<file path="config.mk">
export PLATFORM = sky130hd
export DESIGN_NAME = add_sub4
export DESIGN_NICKNAME = d
export VERILOG_FILES = /design/src/rtl/add_sub4.sv
export SDC_FILE = /design/constraint.sdc
export NUM_CORES = 1
export LEC_CHECK = 0
export BUFFER_PORTS_ARGS = -buffer_cell sky130_fd_sc_hd__buf_2
export CAP_MARGIN = 20
export CORE_AREA = 2 2 39 41
export DETAILED_ROUTE_END_ITERATION = 7
export DIE_AREA = 0 0 41 43
export HOLD_SLACK_MARGIN = 0.06
export SLEW_MARGIN = 5
export SYNTH_ARGS = -nofsm -noshare
export SYNTH_HDL_FRONTEND = slang
export SYNTH_SLANG_ARGS = --single-unit
</file>
<file path="constraint.sdc">
create_clock -name clk -period 0.9 [get_ports clk]
set_input_delay 0.045 -clock clk [delete_from_list [all_inputs] [get_ports clk]]
set_output_delay 0.045 -clock clk [all_outputs]
set_load 0.02 [all_outputs]
</file>
<file path="src/rtl/add_sub4.sv">
// Registered WIDTH-bit two's-complement adder/subtractor (sel: 0 = add, 1 = subtract).
// Define ADDSUB_OVF_EN to add the registered signed-overflow output ovf.
module add_sub4 #(
  parameter int unsigned WIDTH = 4
) (
  input  logic             clk,
  input  logic             rst,
  input  logic             in_valid,
  input  logic [WIDTH-1:0] a,
  input  logic [WIDTH-1:0] b,
  input  logic             sel,
`ifdef ADDSUB_OVF_EN
  output logic             ovf,
`endif
  output logic             cout,
  output logic [WIDTH-1:0] sum,
  output logic             zero,
  output logic             out_valid
);

  localparam int unsigned WX = WIDTH + 1;

  logic [WIDTH-1:0] b_x;
  logic [WX-1:0]    full;

  // Subtract reuses the adder as a + ~b + 1.
  always_comb begin
    b_x  = b ^ {WIDTH{sel}};
    full = {1'b0, a} + {1'b0, b_x} + WX'(sel);
  end

`ifdef ADDSUB_OVF_EN
  logic [WIDTH-1:0] low;
  logic             ovf_next;

  // Carry into the MSB comes from the low WIDTH-1 bits plus carry-in.
  always_comb begin
    low      = {1'b0, a[WIDTH-2:0]} + {1'b0, b_x[WIDTH-2:0]} + WIDTH'(sel);
    ovf_next = low[WIDTH-1] ^ full[WIDTH];
  end

  always_ff @(posedge clk or posedge rst) begin
    if (rst) begin
      ovf <= 1'b0;
    end else if (in_valid) begin
      ovf <= ovf_next;
    end
  end
`endif

  always_ff @(posedge clk or posedge rst) begin
    if (rst) begin
      sum       <= '0;
      cout      <= 1'b0;
      zero      <= 1'b1;
      out_valid <= 1'b0;
    end else begin
      out_valid <= in_valid;
      if (in_valid) begin
        sum  <= full[WIDTH-1:0];
        cout <= full[WIDTH];
        zero <= (full[WIDTH-1:0] == '0);
      end
    end
  end

endmodule

</file>
* After elaboration in Yosys (flattened, before gate mapping) *
Cells that the tools add are included.

cells by class
  reductions and logical operators = 1
  add/subtract/negate cells = 2
  bitwise operators = 1

operator list
  operator         number
  $add 4x4->5      1
  $add 5x1->5      1
  $logic_not 4->1  1
  $xor 4x4->4      1

word-level totals
  bits in registers = 7
  bits of input ports = 12

* Logic depth before layout (Yosys ltp) *
  depth after elaboration = 4
  gate-level depth with buffers = 6
  gate-level depth less buffers = 6

* Worst setup path after synthesis *
Ideal clock, no wire load.

  kind = input to register
  start = input sel
  end = register sum[3]
  cell stages on the path = 6
  arrival time = 1.220 ns
  path buffers = 0
  setup slack = -0.444 ns
  data required time = 0.775 ns
  cells stage by stage = xor2_1 -> ha_1 -> a21o_1 -> a31oi_4 -> xnor2_1 -> mux2_2

on the way
  cells in the longest elaborated chain, start to end = 3

ends and longest elaborated chain
  item                    line  text
  start: declaration      11    input logic sel,
  $xor 4x4->4             28    b_x = b ^ {WIDTH{sel}};
  $add 4x4->5             29    full = {1'b0, a} + {1'b0, b_x} + WX'(sel);
  $add 5x1->5 (*)         29
  end signal: assignment  60    sum <= full[WIDTH-1:0];
  end: declaration        16    output logic [WIDTH-1:0] sum,

Every way passes the cells marked *; elsewhere a longest branch is shown, timed or not.
A chain may end at the register's enable or synchronous reset.

* Worst setup path after layout *
Ends and elaborated chain as after synthesis.

==> impl_metrics.ini <==
[die]
die_area_mm2 = 0.00176
fp-row-count = 14
die_w_um = 41
start_util_pct = 30.2
io_pins = 19
core_area_mm2 = 0.00138
dieHeight_um = 43

[yosys]
ys_warn_count = 0
syn_avg_cell_area_um2 = 11.9
synth_edf_count = 0
synth.yosys.seq_area_share_pct = 42.2
synth_seq_cells = 7
async_flop_share_pct = 100
synthCells = 35
syn_nets = 51
synth_ff_type = dfrtp_1
synth.cell_area_um2 = 418
synth_common_cells = dfrtp_1, a21oi_1
ys_top_cells_by_area = dfrtp_1, ha_1, dfstp_2
ys_types = 16
synth_top_area_share_pct = 35.9
yosysTopAreaCell = dfrtp_1
synth_most_common_cell = dfrtp_1

[sta]
fin_crit_sh_pct = 128
slew_viol_final = 0
setup_violations = 6
layout_setup_ws_ns = -0.249
hold_viol = 0
clock_skew_ns = 0
slew_headroom_pct = 82.6
worst_slew_pin_slew_ns = 0.259
rsz0062_at_grt = yes
fin_hold_ws_ns = 0.157
fmax_ghz = 0.870
min_period_ns = 1.15

[setup_path]
critical_path.cell_chain = buf_8, xor2_1, ha_1, a21o_1, a31oi_4, xnor2_2, mux2_4
cp_num_cells = 7
cp_slowest_cell = ha_1
rr_worst_depth = 2
cp-end-kind = register
crit_family = compound AO/OA/AOI/OAI gates
cp_max_fo = 4
worstPathArrival_ns = 1.28
path_buf_inv = 1
start_kind = primary input
required_ns = 1.03
criticalPathCategory = in -> reg
critical-path-max-stage-delay_ns = 0.29

[clock_network]
numCtsBuffers = 3
clock_latency_ns = 0.24
cts_tree = done
numClockSinks = 7
clk_pin_slew_ns = 0.05
cts_root_buffer = clkbuf_4
htreeDepth = 1
cts_max_path_buffers = 2

[worst_hold_path]
hold_depth = 2
min_path_type = in -> reg

[power]
p_int_uw = 837
ir_worst_vdd_v = 0.000592
clkPwrFrac_pct = 22.4
powerDensity_mw_per_mm2 = 1750
fin_total_pwr_uw = 1220
power.leakage_uw = 0.000348
p_sw_share_pct = 31.6
p_sw_uw = 388
seqPwrFrac_pct = 33.2
combPwrFrac_pct = 44.4

[route]
first_pass_iters = 1
wirelength_um = 846
wl_per_cell_um = 10.3
vias = 365
ant_nets = 0
drt-initial-drc-count = 0
drc = 0
viasPerCell = 4.45

[grt]
grt_max_degree = 12
grt_pass1_wl_um = 1380
track_usage_pct = 11.7
grt_pass1_vias = 355
antenna_found_initial = 0
grt_overflow = 0

[placement]
portBuffers = 18
place_hpwl_um = 639
place_congestion = 0.588

[cells_and_area]
final_nets = 83
post_route_cells_drive_above_1_share_pct = 60.6
synthToLayoutAreaGrowth_pct = 67.1
utilization_pct = 50.5
diodes = 0

[run]
drv_cap = 0

[run_status]
violations = negative setup slack
status = finished with violations
-- cell usage in the layout, fill, tap and decap left out, drive strengths merged --
cell / n
a21o: 2
a21oi: 4
a31oi: 1
buf: 26
clkbuf: 4
dfrtp: 6
dfstp: 1
dlygate4sd3: 2
fa: 1
ha: 3
inv: 2
mux2: 3
nand4b: 1
nor2: 3
o22ai: 1
xnor2: 3
xor2: 3
-- power by group through the flow --
stage | Clock, uW | Combinational [uW] | Sequential [uW]
floorplan | 0 | 202 | 489
global placement | 0 | 441 | 409
detailed placement | 0 | 450 | 409
CTS | 291 | 536 | 407
global route | 318 | 587 | 415
finish | 274 | 543 | 407
-- layout make-up --
cell class                 instances  area (um2)
fill                             139         686
multi-input combinational         25         269
timing repair buffer              28         199
sequential                         7         176
clock buffer                       4        26.3
tap                               16        20.0
inverter                           2        7.51
-- per-layer routing --
layer	share of wire (%)	vias to the layer above	GRT usage [%]
met1	40	166	13.0
met3	8.6	0	1.57
met4	0	0	10.0
met5	0	-	0
met2	51	16	18.1
li1	-	183	-
-- registers in the layout, summed over array words and instances, names as in the netlist --
name	flops
cout	1
out_valid	1
sum	4
zero	1
-- stage by stage --
stage / setup WS, ns / setup TNS [ns] / cells / instance area [um2]
after floorplan: -0.443 / -1.60 / 35 / 424
after global placement: -0.548 / -2.32 / 75 / 583
after detailed placement: -0.562 / -2.38 / 75 / 583
after CTS: -0.260 / -0.945 / 81 / 684
after global routing: -0.272 / -1.08 / 82 / 698
final: -0.249 / -0.899 / 82 / 698
-- worst paths after layout --
path                       startpoint      to  slack, ns
min in group asynchronous         rst  sum[3]       0.27
max reg2reg                      zero    zero       0.12
max in group asynchronous         rst    zero       0.36
max                               sel  sum[3]      -0.25
min                          in_valid    zero       0.16
min reg2reg                      zero    zero       0.50
-- cell families (layout without fill, tap and decap cells) --
group	after synthesis	count (layout)	share of synthesized area (%)
simple gates	4	4	4.79
xor+xnor	6	6	12.6
compound gates	8	8	15.0
fa+ha+maj	4	4	13.8
buf+inv	3	34	2.69
flops	7	7	42.2
mux	3	3	8.98
-- worst register-to-register path: stages, from the launching register on --
cell	delay, ns
dfstp_2	0.53
inv_1	0.05
o22ai_2	0.13
-- timing repair --
item                                    in CTS  in global routing
gates resized for setup                     12                  1
hold endpoints to repair                     8                  1
hold buffers                                 1                  1
endpoints found under the setup margin       6                  6
setup buffers                                1                  0
gates cloned                                 0                  0
pin swaps                                   11                  2
No activity file was read; power rests on OpenSTA's default activity.
